===== config.mk =====
export PLATFORM = sky130hd
export DESIGN_NAME = not16_bist_flat
export DESIGN_NICKNAME = d
export VERILOG_FILES = /design/src/rtl/not16_bist_if.sv /design/src/rtl/not16_bist.sv /design/src/flat_wrapper.sv
export SDC_FILE = /design/constraint.sdc
export NUM_CORES = 1
export LEC_CHECK = 0
export BUFFER_PORTS_ARGS = -buffer_cell sky130_fd_sc_hd__buf_2
export CAP_MARGIN = 0
export CELL_PAD_IN_SITES_DETAIL_PLACEMENT = 2
export CELL_PAD_IN_SITES_GLOBAL_PLACEMENT = 2
export CORE_MARGIN = 5
export CORE_UTILIZATION = 30
export CTS_BUF_LIST = sky130_fd_sc_hd__clkbuf_4 sky130_fd_sc_hd__clkbuf_8
export CTS_CLUSTER_DIAMETER = 100
export CTS_CLUSTER_SIZE = 20
export DETAILED_ROUTE_END_ITERATION = 6
export PLACE_DENSITY = 0.88
export RECOVER_POWER = 100
export SYNTH_ARGS = -nofsm -noshare
export SYNTH_HDL_FRONTEND = slang
export SYNTH_SLANG_ARGS = --single-unit

===== constraint.sdc =====
create_clock -name clk -period 3.35 [get_ports clk]
set_input_delay 0.335 -clock clk [delete_from_list [all_inputs] [get_ports clk]]
set_output_delay 0.335 -clock clk [all_outputs]
set_load 0.03 [all_outputs]

===== src/rtl/not16_bist_if.sv =====
// not16_bist_if: signal bundle between the Not16 BIST sequencer and its environment.
//   start          - request a test run
//   dut_in         - vector driven to the gate input
//   dut_out        - gate response
//   busy/done/pass - run status
//   err_count      - mismatching vectors in the current/last run (saturating)
//   first_fail_idx - index of the first failing vector, 63 when none
// The slave modport is the sequencer. The master modport is the surrounding
// logic, which owns both the start request and the gate output.
interface not16_bist_if #(
  parameter int WIDTH = 16
);
  logic             start;
  logic [WIDTH-1:0] dut_in;
  logic [WIDTH-1:0] dut_out;
  logic             busy;
  logic             done;
  logic             pass;
  logic [7:0]       err_count;
  logic [5:0]       first_fail_idx;

  modport master (
    output start, dut_out,
    input  dut_in, busy, done, pass, err_count, first_fail_idx
  );

  modport slave (
    input  start, dut_out,
    output dut_in, busy, done, pass, err_count, first_fail_idx
  );
endinterface


===== src/rtl/not16_bist.sv =====
// not16_bist: built-in self-test sequencer for a 16-bit inverter gate.
// It applies 36 fixed vectors, waits SETTLE cycles after each one, and then
// checks the gate response against the bitwise inverse of the vector.
//   clk  - clock, rising edge
//   rst  - synchronous active-high reset
//   bus  - not16_bist_if slave: start, dut_in, dut_out, busy, done, pass,
//          err_count, first_fail_idx
module not16_bist #(
  parameter int WIDTH  = 16,
  parameter int SETTLE = 1
) (
  input  logic         clk,
  input  logic         rst,
  not16_bist_if.slave  bus
);
  localparam int         CW       = (SETTLE < 2) ? 1 : $clog2(SETTLE + 1);
  localparam logic [5:0] LAST_IDX = 6'd35;
  localparam logic [5:0] NO_FAIL  = 6'd63;

  typedef enum logic [1:0] {S_IDLE, S_WAIT, S_CHECK, S_DONE} state_t;

  state_t           r_state, w_state_nxt;
  logic [5:0]       r_idx,   w_idx_nxt;
  logic [CW-1:0]    r_cnt,   w_cnt_nxt;
  logic [WIDTH-1:0] r_vec,   w_vec_nxt;
  logic [7:0]       r_err,   w_err_nxt;
  logic [5:0]       r_ffi,   w_ffi_nxt;
  logic             w_mismatch;
  logic             w_done;

  // Pattern table: all-zero, all-one, walking one, walking zero, 0x5555, 0xAAAA.
  function automatic logic [WIDTH-1:0] f_vector(input logic [5:0] idx);
    logic [WIDTH-1:0] v;
    if (idx == 6'd0)       v = '0;
    else if (idx == 6'd1)  v = '1;
    else if (idx <= 6'd17) v = WIDTH'(1) << (idx - 6'd2);
    else if (idx <= 6'd33) v = ~(WIDTH'(1) << (idx - 6'd18));
    else if (idx == 6'd34) v = {(WIDTH/2){2'b01}};
    else                   v = {(WIDTH/2){2'b10}};
    return v;
  endfunction

  assign w_mismatch = (bus.dut_out != ~r_vec);
  assign w_done     = (r_state == S_DONE);

  always_comb begin
    w_state_nxt = r_state;
    w_idx_nxt   = r_idx;
    w_cnt_nxt   = r_cnt;
    w_vec_nxt   = r_vec;
    w_err_nxt   = r_err;
    w_ffi_nxt   = r_ffi;
    case (r_state)
      S_IDLE, S_DONE: begin
        if (bus.start) begin
          w_state_nxt = S_WAIT;
          w_idx_nxt   = '0;
          w_cnt_nxt   = CW'(SETTLE);
          w_vec_nxt   = f_vector(6'd0);
          w_err_nxt   = '0;
          w_ffi_nxt   = NO_FAIL;
        end
      end
      S_WAIT: begin
        // Counter is loaded with SETTLE, so leaving at 1 gives SETTLE wait cycles.
        if (r_cnt <= CW'(1)) w_state_nxt = S_CHECK;
        else                 w_cnt_nxt   = r_cnt - CW'(1);
      end
      S_CHECK: begin
        if (w_mismatch) begin
          if (r_err != 8'hFF)   w_err_nxt = r_err + 8'd1;
          if (r_ffi == NO_FAIL) w_ffi_nxt = r_idx;
        end
        if (r_idx == LAST_IDX) begin
          w_state_nxt = S_DONE;
        end else begin
          w_state_nxt = S_WAIT;
          w_idx_nxt   = r_idx + 6'd1;
          w_vec_nxt   = f_vector(r_idx + 6'd1);
          w_cnt_nxt   = CW'(SETTLE);
        end
      end
      default: w_state_nxt = S_IDLE;
    endcase
  end

  always_ff @(posedge clk) begin
    if (rst) begin
      r_state <= S_IDLE;
      r_idx   <= '0;
      r_cnt   <= '0;
      r_vec   <= '0;
      r_err   <= '0;
      r_ffi   <= NO_FAIL;
    end else begin
      r_state <= w_state_nxt;
      r_idx   <= w_idx_nxt;
      r_cnt   <= w_cnt_nxt;
      r_vec   <= w_vec_nxt;
      r_err   <= w_err_nxt;
      r_ffi   <= w_ffi_nxt;
    end
  end

  assign bus.dut_in         = r_vec;
  assign bus.busy           = (r_state == S_WAIT) || (r_state == S_CHECK);
  assign bus.done           = w_done;
  assign bus.pass           = w_done && (r_err == 8'd0);
  assign bus.err_count      = r_err;
  assign bus.first_fail_idx = r_ffi;
endmodule


===== src/flat_wrapper.sv =====
// flat-port wrapper written by rule: the top's interface ports become plain ports
module not16_bist_flat 
#(
  parameter int WIDTH  = 16,
  parameter int SETTLE = 1
)
  (clk, rst, bus_start, bus_dut_out, bus_dut_in, bus_busy, bus_done, bus_pass, bus_err_count, bus_first_fail_idx);
  not16_bist_if #(.WIDTH(WIDTH)) bus_i ();
  input  logic clk;
  input  logic rst;
  input wire logic [$bits(bus_i.start)-1:0] bus_start;
  input wire logic [$bits(bus_i.dut_out)-1:0] bus_dut_out;
  output wire logic [$bits(bus_i.dut_in)-1:0] bus_dut_in;
  output wire logic [$bits(bus_i.busy)-1:0] bus_busy;
  output wire logic [$bits(bus_i.done)-1:0] bus_done;
  output wire logic [$bits(bus_i.pass)-1:0] bus_pass;
  output wire logic [$bits(bus_i.err_count)-1:0] bus_err_count;
  output wire logic [$bits(bus_i.first_fail_idx)-1:0] bus_first_fail_idx;
  assign bus_i.start = bus_start;
  assign bus_i.dut_out = bus_dut_out;
  assign bus_dut_in = bus_i.dut_in;
  assign bus_busy = bus_i.busy;
  assign bus_done = bus_i.done;
  assign bus_pass = bus_i.pass;
  assign bus_err_count = bus_i.err_count;
  assign bus_first_fail_idx = bus_i.first_fail_idx;
  not16_bist #(.WIDTH(WIDTH), .SETTLE(SETTLE)) u_core (.clk(clk), .rst(rst), .bus(bus_i));
endmodule

**After elaboration in Yosys (flattened, before gate mapping)**

Index checks and enable logic that the tools add are counted.

- Equal/unequal tests: 16
- Magnitude comparators: 3
- Bitwise gates (word level): 2
- Reduce and logical (&&, ||, !) cells: 12
- Shifts and indexed selects: 2
- $add $sub $neg: 5
- Multiplexer cells: 27

Operators with widths:

| kind | number |
|---|---|
| $mux W16 | 7 |
| $not A16 Y16 | 2 |
| $pmux W16 S2 | 1 |
| $shl A1 B6 Y16 const A | 2 |
| $mux W6 | 5 |
| $mux W8 | 3 |
| $pmux W6 S2 | 2 |
| $eq A6 B6 Y1 const B | 3 |
| $ne A16 B16 Y1 | 1 |
| $pmux W8 S2 | 1 |
| $add A8 B1 Y8 const B | 1 |
| $logic_not A8 Y1 | 1 |
| $ne A2 B1 Y1 const B | 4 |
| $ne A8 B8 Y1 const B | 1 |
| $reduce_and A4 Y1 | 2 |
| $add A6 B1 Y6 const B | 1 |
| $eq A6 B1 Y1 const B | 1 |
| $le A6 B5 Y1 const B | 1 |
| $le A6 B6 Y1 const B | 1 |
| $logic_not A6 Y1 | 1 |
| $mux W2 | 3 |
| $ne A2 B2 Y1 const B | 3 |
| $pmux W2 S3 | 1 |
| $reduce_and A3 Y1 | 2 |
| other kinds (14) | 17 |

- Register bits: 39
- Output and inout port bits: 33
- Word-level logic and storage cells: 73

**Depth between registers and ports, before layout**

- Word-level depth: 10
- Depth in mapped cells: 12
- Mapped depth without buffers: 9

**Worst setup path before layout**

No wires, ideal clock.

- Kind: reg-to-reg
- Start point: register u_core.r_idx[0]
- End point: register u_core.r_vec[3] (netlist: u_core.bus.dut_in[3])
- Period minus slack after synthesis: 3.179 ns
- Setup slack: 0.171 ns
- Buffers on the path: 2
- Arrival: 3.093 ns
- Cell stages (with the launch flop): 11
- Data required time: 3.264 ns
- Setup time: 0.086 ns
- Cells stage by stage: dfxtp_1 > buf_2 > clkinv_1 > ha_1 > clkbuf_1 > clkinv_1 > ha_1 > xnor3_2 > a2111oi_4 > a221oi_1 > a211oi_1

- Word-level cells in the longest chain between the ends: 10
- Elaborated cells on any way between the ends: 21
- Classes of those cells: 3 x add/sub; 2 x order compare; 4 x eq/ne; 2 x shift; 7 x mux; 1 x bitwise; 2 x reduce/logical

RTL lines:

| what | RTL line | source |
|---|---|---|
| start: declaration | not16_bist.sv:23 | `logic [5:0] r_idx, w_idx_nxt;` |
| start signal: assignment | not16_bist.sv:97 | `r_idx <= w_idx_nxt;` |
| $add A6 B1 Y6 | not16_bist.sv:79 | `w_vec_nxt = f_vector(r_idx + 6'd1);` |
| $sub A6 B5 Y6 | not16_bist.sv:37 | `else if (idx <= 6'd33) v = ~(WIDTH'(1) << (idx - 6'd18));` |
| $shl A1 B6 Y16 | not16_bist.sv:37 |  |
| $not A16 Y16 | not16_bist.sv:37 |  |
| $mux W16 | not16_bist.sv:37 |  |
| $mux W16 | not16_bist.sv:36 | `else if (idx <= 6'd17) v = WIDTH'(1) << (idx - 6'd2);` |
| $mux W16 | not16_bist.sv:35 | `else if (idx == 6'd1) v = '1;` |
| $mux W16 | not16_bist.sv:34 | `if (idx == 6'd0) v = '0;` |
| $mux W16 | not16_bist.sv:74 | `if (r_idx == LAST_IDX) begin` |
| $pmux W16 S2 | not16_bist.sv:53 | `case (r_state)` |
| end signal: assignment | not16_bist.sv:99 | `r_vec <= w_vec_nxt;` |
| end: declaration | not16_bist.sv:25 | `logic [WIDTH-1:0] r_vec, w_vec_nxt;` |

Several ways; a longest one is shown, not always the timed one. The select of a mux whose other input is x is not followed.
A chain may end at the register's enable or synchronous reset.

**Worst setup path after layout**

- Start point: register u_core.r_state[0]
- End point: register u_core.r_vec[9] (netlist: u_core.bus.dut_in[9])

- Word-level cells in the longest chain between the ends: 4
- Elaborated cells on any way between the ends: 9
- Classes of those cells: 4 x eq/ne; 1 x mux; 4 x reduce/logical

RTL lines:

| what | RTL line | source |
|---|---|---|
| start: declaration | not16_bist.sv:22 | `state_t r_state, w_state_nxt;` |
| start signal: assignment | not16_bist.sv:96 | `r_state <= w_state_nxt;` |
| $eq A2 B2 Y1 / $logic_not A2 Y1 (equally long branches) | not16_bist.sv:53 |  |
| $reduce_or A2 Y1 | not16_bist.sv:53 |  |
| $ne A2 B2 Y1 (no source line) / $reduce_bool A2 Y1 (equally long branches) | n/a |  |
| $reduce_and A3 Y1 (no source line) | n/a |  |

Several ways; a longest one is shown, not always the timed one.

==> results.txt <==
- Cell area after synthesis: 2800 um^2
* Total negative slack: 0 ns
- Synthesized netlist cell count: 352
- The worst path meets setup with 0.311 ns of slack.
- List of cells traversed by the critical path: inv_1 -> ha_1 -> mux2_1 -> o41ai_1 -> or2_0 -> a211oi_4 -> o21ai_0 -> a31oi_1
- Counting instances, the worst hold path has a depth of 3.
- For this configuration, the core starts out at a cell density of 0.306.
- The number of global-route vias before repair is 3220.
- Net Count, Synth: 380
- Yosys mapped the design onto 62 distinct sky130hd cell types.
- For this design the ratio of total power to cell area is 551 nW/um^2.
* DP Cell Count: 498
- Footprint of the flip-flops and latches: 762 um^2
- Hold-fix buffers, CTS: 0
- Sequential-to-total area share from yosys stat: 0.272
- The multi-input combinational cells in the finished layout cover a total of 1840 um^2.
* Destination of the worst hold path: u_core.r_state[1]$_SDFFE_PP0P_
* Initial antenna violation count: 0
- Peak per-stage delay on the critical path: 0.81 ns
* Total of endpoints with negative setup slack in the final report: 0
- Setup repair after global routing left no endpoint under its margin.
* Result of the run: complete, no violations
- The count of nets left with antenna violations once routing finished came out at 0.
- Final GP Congestion: 0.898
* Wire per inst: 20.5 um
* Cell type of the slowest stage on the worst timing path: a211oi_4
- Skew final: 0.00544 ns
- Using the TritonRoute via totals, the vias-per-cell ratio works out to 6.00.
- For flop-to-flop paths, the worst setup slack is 0.31 ns.
- Required @ worst endpoint: 3.58 ns
* TritonCTS clock tree: built
- The synthesized design contains 38 register bits.
- Final HPWL from detailed placement: 7.49 mm
- Iteration-0 DRC Markers: 180
- Measured along the y axis, the die boundary spans 107 um.
* Core Box Area: 9150 um^2
- The setup path with the least slack is of type reg -> reg.
- Remaining routing DRC violations: 0
- 0 antenna diodes ended up in the layout.
- Across all layers, the routed design uses 3036 vias.
- Maximum number of pins on one net before global-route repair: 33
- Achievable Freq: 329 MHz
- GR Util All Layers: 0.185
- In this run the critical register-to-register path is launched from u_core.r_state[0]$_SDFFE_PP0P_.
* Number of H-tree levels: 2
- Buffers placed on the I/O ports in this run total 51.
- Worst reg2reg path endpoint: u_core.bus.dut_in[9]$_SDFFE_PP0P_
- FFs w/ async S/R, synth: 0
* Clock buffer depth: 2
- Reg clk slew, reported paths: 0.09 ns
- Kind of start point of the critical path: flip-flop
- In this run the mean area of a mapped cell was 7.96 um^2.
- Wire length after detailed routing: 10.4 mm
- In the final layout, the share of cells above drive strength 1 is 0.124.
* Total leakage power: 1.06 nW
- Fill cells in the final layout number 1048.
* CTS Root Cell: clkbuf_8
- Startpoint of the worst hold path: bus_start
- Count of TritonRoute iterations in the first routing pass: 4
- Max Transition Viols Final: 0
* Total die area: 11400 um^2
- Of all nets on the critical path, the largest fanout is 25.
- Buffers inserted during clock tree synthesis total 5.
* Relative max-transition margin: 0.338
- Synthesis-to-layout area growth: 13.5%
* Actual transition at the worst max-transition pin: 0.989 ns
* Wire length of the first global-routing pass: 17.1 mm
- Leading register cell type out of synthesis: dfxtp_1
* Cell depth of the worst flop-to-flop path: 8
* Number of standard cells in the final layout excluding fillers: 506
- In this run the worst hold path is classified as in -> reg.
- Worst-skew pair later-pin latency: 0.30 ns
- Number of nets in the finished design: 422
- Arrival @ worst endpoint: 3.27 ns
- The tightest hold path in the finished design has a slack of 0.360 ns.
- Num Clock Sinks: 38
* Number of setup buffers added after CTS: 0
- The tool flagged a number of max-cap violations equal to 0.
* Final hold vios: 0
- At the placement stage, the worst setup path has a slack of 0.0714 ns.
* Clock period minus final worst setup slack: 3.04 ns
- Final worst path period share: 0.907
- The Yosys step of the flow raised 0 warnings.
- The synthesized design contains 0 enable-type register cells.
- The initialized floorplan defines 35 standard-cell rows.
- During I/O placement, the number of pins put on the boundary was 52.
* Floorplan die width: 107 um
- Total congestion overflow after global routing: 0
* Worst VDD drop: 0.168 mV
* Kind of end point of the critical path: flip-flop
## how the worst max path moves through the flow
| stage | start | end |
|---|---|---|
| after global placement | u_core.r_idx[0]$_SDFFE_PP0P_ | u_core.bus.dut_in[4]$_SDFFE_PP0P_ |
| after global routing | u_core.r_state[0]$_SDFFE_PP0P_ | u_core.bus.dut_in[12]$_SDFFE_PP0P_ |
| after detailed placement | u_core.r_idx[0]$_SDFFE_PP0P_ | u_core.bus.dut_in[3]$_SDFFE_PP0P_ |
| final | u_core.r_state[0]$_SDFFE_PP0P_ | u_core.bus.dut_in[9]$_SDFFE_PP0P_ |
| after floorplan | u_core.r_idx[0]$_SDFFE_PP0P_ | u_core.bus.dut_in[3]$_SDFFE_PP0P_ |
| after CTS | u_core.r_idx[0]$_SDFFE_PP0P_ | u_core.bus.dut_in[0]$_SDFFE_PP0P_ |
## state kept, by name, summed over array words and instances, names as in the netlist
name,count
u_core.bus.dut_in,16
u_core.bus.err_count,8
u_core.bus.first_fail_idx,6
u_core.r_idx,6
u_core.r_state,2
## Yosys cell counts (12+ instances only)
master	count	share of area
xnor2_1	18	0.056
a211oi_1	13	0.035
nand2_1	27	0.036
nor3_1	18	0.032
o31ai_1	13	0.035
nand3_1	12	0.021
inv_1	16	0.021
nor2_1	14	0.019
a21oi_1	23	0.041
o21ai_0	18	0.032
dfxtp_1	38	0.27
## through the flow
step | total power [mW] | instance area, um^2 | util
after floorplan | 1.17 | 2800 | -
after global placement | 1.38 | 3140 | 0.343
after detailed placement | 1.43 | 3140 | 0.343
after CTS | 1.80 | 3240 | 0.354
after global routing | 1.86 | 3180 | 0.348
final | 1.75 | 3180 | 0.348
## routing by layer
metal,vias to the layer above,part of all wire,GRT usage
li1,1425,-,-
met1,1518,0.44,0.237
met2,81,0.50,0.324
met3,12,0.047,0.0205
met4,0,0.016,0.0575
met5,-,0,0
## critical path: cells and delay by family, from the launching register on
| family | cells | cell delay, ns |
|---|---|---|
| adders and majority gates | 1 | 0.44 |
| and+or+nand+nor | 1 | 0.34 |
| muxes | 1 | 0.37 |
| AOI/OAI and AO/OA | 4 | 1.40 |
| DFF | 1 | 0.35 |
| buffers and inverters | 1 | 0.07 |
## placed cells by master (no fill, tap or decap), types with 7 or more instances in the layout
| cell type | netlist | routed |
|---|---|---|
| dfxtp_1 | 38 | 37 |
| clkbuf_1 | 10 | 33 |
| nand2_1 | 27 | 27 |
| a21oi_1 | 23 | 23 |
| xnor2_1 | 18 | 18 |
| nor3_1 | 18 | 18 |
| o21ai_0 | 18 | 18 |
| buf_2 | 8 | 18 |
| inv_1 | 16 | 16 |
| nor2_1 | 14 | 14 |
| o31ai_1 | 13 | 13 |
| a211oi_1 | 13 | 13 |
| nand3_1 | 12 | 12 |
| nor4_1 | 10 | 10 |
| o211ai_1 | 9 | 10 |
| a31oi_1 | 10 | 10 |
| ha_1 | 9 | 9 |
| a221oi_1 | 8 | 8 |
| nand4_1 | 8 | 8 |
| or3_1 | 7 | 7 |
| buf_4 | 4 | 7 |
## power by group
part	internal (mW)	leakage (nW)	total, mW	switching, mW
sequential	0.506	0.308	0.572	0.0653
clock	0.166	0.0472	0.355	0.189
combinational	0.243	0.709	0.827	0.584
## kinds of logic after synthesis
group / Yosys count / share of synthesized area
AO/OA/AOI/OAI: 120 / 0.311
XOR/XNOR: 21 / 0.0737
adder cells (fa/ha/maj): 9 / 0.0402
buffers and inverters: 43 / 0.0692
flip-flops: 38 / 0.272
multiplexers: 5 / 0.0183
AND/OR/NAND/NOR: 116 / 0.216
## final cells by class
class	count	area share
multi-input combinational	271	0.579
sequential	38	0.240
timing repair buffer	59	0.0854
tap	111	0.0437
clock buffer	6	0.0260
inverter	19	0.0224
clock inverter	2	0.00393
## timing repair
action	4_1_cts	5_1_grt
setup endpoints to repair	0	8
hold endpoints to repair	0	0
resized for setup	0	1
(Power assumes the default switching activity.)
